`config.mk`:
```
export PLATFORM = sky130hd
export DESIGN_NAME = vc_pop_arbiter
export DESIGN_NICKNAME = d
export VERILOG_FILES = /design/src/rtl/vc_pop_arbiter.sv
export SDC_FILE = /design/constraint.sdc
export NUM_CORES = 1
export LEC_CHECK = 0
export ABC_AREA = 1
export CAP_MARGIN = 15
export CORE_AREA = 2 2 64 66
export CTS_CLUSTER_DIAMETER = 30
export DETAILED_ROUTE_END_ITERATION = 10
export DIE_AREA = 0 0 66 68
export PLACE_DENSITY = 0.75
export SYNTH_ARGS = -nofsm -noshare
export SYNTH_HDL_FRONTEND = slang
export SYNTH_SLANG_ARGS = --single-unit
```
`constraint.sdc`:
```
create_clock -name clk -period 2.2 [get_ports clk]
set_input_delay 0.55 -clock clk [delete_from_list [all_inputs] [get_ports clk]]
set_output_delay 0.55 -clock clk [all_outputs]
set_load 0.01 [all_outputs]
```
`src/rtl/vc_pop_arbiter.sv`:
```
// -----------------------------------------------------------------------------
// vc_pop_arbiter
//
// Weighted round-robin scheduler that drains two virtual-channel FIFOs (VC0,
// VC1) into the shared router datapath. Each VC receives a burst credit
// (weight). The granted VC is popped until its credit is used up, and then
// the grant moves to the other VC if that VC can accept a word. Words whose
// destination code is illegal are always popped so that they drain. They are
// then dropped with a one-cycle Error pulse.
//
// Ports
//   clk               rising-edge clock
//   reset             synchronous, active-high reset
//   init              configuration window; weights are captured while high
//   weight0/weight1   per-VC burst credit (0 is treated as 1)
//   in0/in1           show-ahead head word of each VC FIFO ([9:8] dest, [7:0] payload)
//   fifo_empty0/1     VC FIFO empty flags
//   dst_almost_full0/1  almost-full flags of the two destination FIFOs
//   pop_0/pop_1       combinational pop strobes to the VC FIFOs (one-hot or idle)
//   data_out          popped word, one cycle after the pop
//   valid_out         data_out carries a legal word
//   Error             popped word had an illegal destination and was dropped
//   idle_out          scheduler is idle
//   active_out        scheduler is arbitrating
// -----------------------------------------------------------------------------
module vc_pop_arbiter #(
   parameter int DATA_W   = 10,
   parameter int WEIGHT_W = 4
) (
   input  logic                clk,
   input  logic                reset,
   input  logic                init,
   input  logic [WEIGHT_W-1:0] weight0,
   input  logic [WEIGHT_W-1:0] weight1,
   input  logic [DATA_W-1:0]   in0,
   input  logic [DATA_W-1:0]   in1,
   input  logic                fifo_empty0,
   input  logic                fifo_empty1,
   input  logic                dst_almost_full0,
   input  logic                dst_almost_full1,
   output logic                pop_0,
   output logic                pop_1,
   output logic [DATA_W-1:0]   data_out,
   output logic                valid_out,
   output logic                Error,
   output logic                idle_out,
   output logic                active_out
);

   typedef enum logic [1:0] {
      ST_RESET  = 2'd0,
      ST_INIT   = 2'd1,
      ST_IDLE   = 2'd2,
      ST_ACTIVE = 2'd3
   } state_t;

   state_t              state_q;
   state_t              state_nx;

   logic [WEIGHT_W-1:0] weight0_q;
   logic [WEIGHT_W-1:0] weight1_q;
   logic [WEIGHT_W-1:0] credit_q;
   logic [WEIGHT_W-1:0] credit_nx;
   logic                grant_q;     // 0 = VC0, 1 = VC1
   logic                grant_nx;

   logic                elig0;
   logic                elig1;
   logic                gnt_elig;
   logic                oth_elig;
   logic                burst_done;
   logic                pop_any;
   logic                pop_sel;     // VC being popped this cycle
   logic [DATA_W-1:0]   pop_word;

   logic [DATA_W-1:0]   data_p1;
   logic                vld_p1;
   logic                err_p1;

   // A zero credit would starve a VC forever, so it is promoted to one.
   function automatic logic [WEIGHT_W-1:0] clamp_weight(input logic [WEIGHT_W-1:0] w);
      return (w == '0) ? WEIGHT_W'(1) : w;
   endfunction

   // Destination codes 10 and 11 are illegal; only the top code bit matters.
   function automatic logic dest_illegal(input logic [DATA_W-1:0] word);
      return word[DATA_W-1];
   endfunction

   // Illegal words bypass backpressure so that they never block the VC.
   function automatic logic vc_eligible(input logic              empty,
                                        input logic [DATA_W-1:0] word,
                                        input logic              af0,
                                        input logic              af1);
      logic af_sel;
      af_sel = word[DATA_W-2] ? af1 : af0;
      return !empty && (dest_illegal(word) || !af_sel);
   endfunction

   always_comb begin
      elig0      = vc_eligible(fifo_empty0, in0, dst_almost_full0, dst_almost_full1);
      elig1      = vc_eligible(fifo_empty1, in1, dst_almost_full0, dst_almost_full1);
      gnt_elig   = grant_q ? elig1 : elig0;
      oth_elig   = grant_q ? elig0 : elig1;
      burst_done = credit_q >= (grant_q ? weight1_q : weight0_q);

      state_nx  = state_q;
      grant_nx  = grant_q;
      credit_nx = credit_q;
      pop_any   = 1'b0;
      pop_sel   = grant_q;

      case (state_q)
         ST_RESET: state_nx = ST_INIT;

         ST_INIT: begin
            if (!init) state_nx = ST_IDLE;
         end

         ST_IDLE: begin
            if (init)
               state_nx = ST_INIT;
            else if (!fifo_empty0 || !fifo_empty1)
               state_nx = ST_ACTIVE;
         end

         ST_ACTIVE: begin
            if (gnt_elig && !burst_done) begin
               pop_any   = 1'b1;
               credit_nx = credit_q + WEIGHT_W'(1);
            end else if (oth_elig) begin
               // Either the burst is spent or the granted VC is blocked.
               pop_any   = 1'b1;
               pop_sel   = !grant_q;
               grant_nx  = !grant_q;
               credit_nx = WEIGHT_W'(1);
            end else if (gnt_elig) begin
               // Burst spent but nobody else wants the datapath: start a new burst.
               pop_any   = 1'b1;
               credit_nx = WEIGHT_W'(1);
            end

            // A pop issued in this cycle still completes when init forces a reconfigure.
            if (init)
               state_nx = ST_INIT;
            else if (fifo_empty0 && fifo_empty1)
               state_nx = ST_IDLE;
         end

         default: state_nx = ST_RESET;
      endcase

      // The FIFOs must never see a pop while reset is asserted.
      if (reset) pop_any = 1'b0;
   end

   assign pop_0    = pop_any && !pop_sel;
   assign pop_1    = pop_any &&  pop_sel;
   assign pop_word = pop_sel ? in1 : in0;

   // ---- stage p1: popped word registered towards the router ----
   always_ff @(posedge clk) begin
      if (reset) begin
         state_q   <= ST_RESET;
         weight0_q <= WEIGHT_W'(1);
         weight1_q <= WEIGHT_W'(1);
         grant_q   <= 1'b0;
         credit_q  <= '0;
         data_p1   <= '0;
         vld_p1    <= 1'b0;
         err_p1    <= 1'b0;
      end else begin
         state_q  <= state_nx;
         grant_q  <= grant_nx;
         credit_q <= credit_nx;
         if (state_q == ST_INIT && init) begin
            weight0_q <= clamp_weight(weight0);
            weight1_q <= clamp_weight(weight1);
         end
         vld_p1 <= pop_any && !dest_illegal(pop_word);
         err_p1 <= pop_any &&  dest_illegal(pop_word);
         // Illegal words still update data_out so the dropped word is visible.
         if (pop_any) data_p1 <= pop_word;
      end
   end

   assign data_out   = data_p1;
   assign valid_out  = vld_p1;
   assign Error      = err_p1;
   assign idle_out   = (state_q == ST_IDLE);
   assign active_out = (state_q == ST_ACTIVE);

endmodule

```
==> summary.md <==
| Metric | Value |
|---|---|
| DR vias/cell | `4.74` |
| Vias in the first global route | `between 1k and 1.5k` |
| Crit Path Category | `input pin to output pin` |
| Drt drc | `0` |
| Hold Path Depth | `2` |
| Max frequency | `just under 0.4 GHz` |
| Unrepaired setup endpoints after global routing | `true` |
| Global placement routability congestion | `just under 0.9` |
| Total CTS buffers | `3` |
| Area leader, netlist | `dfxtp_1` |
| TritonCTS clock tree | `yes` |
| Commonest cells post-synth | `nand2_1, inv_1, dfxtp_1` |
| Clk Latency, worst-skew pair | `about 0.28 ns` |
| Syn Inst Count | `210` |
| PortBufs | `50` |
| DIE AREA | `4490 sq um` |
| Initial Utilization | `a little under two fifths` |
| Die height | `about 68 microns` |
| Pin count of the biggest net entering global routing | `19` |
| Top_reg_cell synth | `dfxtp_1` |
| Syn-to-layout area delta | `56.4%` |
| Initial antenna violation count | `0` |
| Minimum clock period | `~2.6 ns` |
| Total Power | `approximately 1.0 mW` |
| Core Area | `between 3000 and 4000 sq um` |
| Syn_area_per_cell | `about 7.0 sq um` |
| Reg area | `about 540 sq um` |
| Failing checks | `setup timing` |
| Via count | `about 1.6k` |
| Hold Vio Cnt, Final | `0` |
| Tcrit/Tclk final | `117%` |
| I/O pin count | `51` |
| Placed cell areas | `2130 sq um` |
| Aggregate global-route resource usage | `between 10% and 20%` |
| Worst Path Arrival | `roughly 2 ns` |
| Peak supply drop | `approximately 440 uV` |
| Area fraction of the dominant cell type after synthesis | `a little under two fifths` |
| Startpoint type of the worst setup path | `input pin` |
| Async S/R FF share, synth | `0%` |
| CP required | `1.65 ns` |
| Setup crit end kind | `output pin` |
| Gr ovfl total | `0` |
| Max_slew headroom | `78.1%` |
| Final slew viol count | `0` |
| Routed WL per cell | `11.8 microns` |
| Finished Cell Area | `~2300 sq um` |
| Status | `finished, violations left` |
| Number of max-cap violations | `0` |
| Clk slew on worst S/H paths | `~0.10 ns` |
| Distinct cells, synth | `27` |
| Most frequent cell after synthesis | `nand2_1` |
| Longest Clk Path Bufs | `2` |
| First-pass DRT Iterations | `4` |
| Reg2reg path depth | `15` |
| Die width | `between 60 and 70 microns` |
| Post-synthesis sequential area ratio | `~37%` |
| Final setup vio count | `2` |
| Fin cells | `between 300 and 400` |
| Power per cell area | `roughly 440 nW/um^2` |
| EDFF count, synth | `0` |
| Yosys warns | `0` |
| WL final | `a little under 4000 microns` |
| Multi-input logic area | `slightly above 800 sq um` |
| Proportion of layout cells with a drive suffix above 1 | `slightly above 20%` |
| Worst hold path type | `register to register` |
| Final ANT Viol Nets | `0` |
| Post-CTS Hold Buffers | `0` |
| Synth Cell Area | `between 1000 and 1500 sq um` |
| Post-synthesis register bit count | `27` |
| Pre-CTS setup slack | `-0.670 ns` |
| Fill cell count | `approximately 370` |
| Root buf cell | `clkbuf_8` |
| Clock sinks | `27` |
| Wire length of the first global-routing pass | `5920 microns` |
| DRT iter0 DRCs | `71` |
| Layout Skew | `between 0.006 and 0.007 ns` |
| Final WS setup | `-0.364 ns` |
| Row count | `23` |
| CP Max Fanout | `4` |
| Static Leak | `approximately 1.1 nW` |
| Diode count | `0` |
| Measured slew at the worst slew-check pin | `around 0.33 ns` |
| Nets | `320` |
| Placed cells | `321` |
| Maximum level of the CTS H-tree | `1` |
| Mapped Nets | `250` |
| Synth top area cells | `dfxtp_1, nand2_1, nand3_1, inv_1, nor2_1` |
| Dpl hpwl | `approximately 3000 microns` |
## registers in the layout, summed over array words and instances (netlist names)
register	flops
data_out	10
credit_q	4
weight0_q	4
weight1_q	4
state_q	2
Error	1
grant_q	1
valid_out	1
## stage by stage
stage	setup TNS, ns	util [%]	hold slack (ns)
detailed placement	-1.34	55.3	0.474
global placement	-1.26	55.3	0.466
CTS	-1.62	58.7	0.496
finish	-0.707	59.4	0.492
global route	-0.947	59.4	0.518
floorplan	-0.0799	-	0.430
## worst max-delay path, cell delays in order
cell             delay [ns]
clkdlybuf4s50_1        0.54
inv_1                  0.07
nand3_2                0.09
nand2_2                0.08
nor3_1                 0.27
nand2_4                0.10
nand2_4                0.10
inv_4                  0.04
nor2_4                 0.07
buf_6                  0.10
## repair_timing
action                     4_1_cts  5_1_grt
pin swaps                       12        4
setup buffers                    9        1
setup endpoints to repair        2       17
gates cloned                     0        0
resized for setup               18       18
## power by group
group / switching, mW / internal [mW]
sequential: 0.0100 / 0.503
clock: 0.160 / 0.129
combinational: 0.0990 / 0.119
## layout make-up
class,count,area share (%)
clock buffer,3,1.80
clock inverter,1,0.328
inverter,33,5.63
multi-input combinational,142,35.7
sequential,27,23.8
tap,50,2.73
timing repair buffer,73,30.1
## cells by family after synthesis
kind of cell / after synthesis / synth area share [%]
compound gates: 22 / 8.11
xor+xnor: 2 / 1.20
fa+ha+maj: 5 / 4.27
buf+inv: 41 / 13.0
flops: 27 / 36.9
mux: 2 / 1.37
simple gates: 111 / 35.2
## per-layer routing
metal,global-route usage [%],vias to the layer above,part of all wire [%]
met1,22.0,702,44
met3,3.45,4,4.2
met5,0,-,0
met4,2.30,0,1.3
li1,-,814,-
met2,30.1,40,51
## worst paths after layout
| kind | slack, ns | end | from |
|---|---|---|---|
| max | -0.36 | pop_1 | in1[9] |
| min | 0.49 | weight0_q[3] | weight0_q[3] |
| max reg2reg | 0.16 | data_out[9] | grant_q |
| min reg2reg | 0.49 | weight0_q[3] | weight0_q[3] |
## layout by cell type (no fill, tap or decap), types with 2 or more instances in the layout
cell type,n
dfxtp_1,26
nor2_1,17
buf_6,3
a21oi_1,5
inv_1,28
inv_4,2
nor2_4,2
ha_1,5
nand2_1,38
inv_2,2
nor3_1,2
clkbuf_8,3
nand3_1,22
nand2_2,9
buf_4,20
nand2_4,4
clkdlybuf4s50_1,48
nand3_2,3
xor2_1,2
a21oi_2,2
nand4_1,10
o21ai_0,10
(Power assumes the default switching activity.)
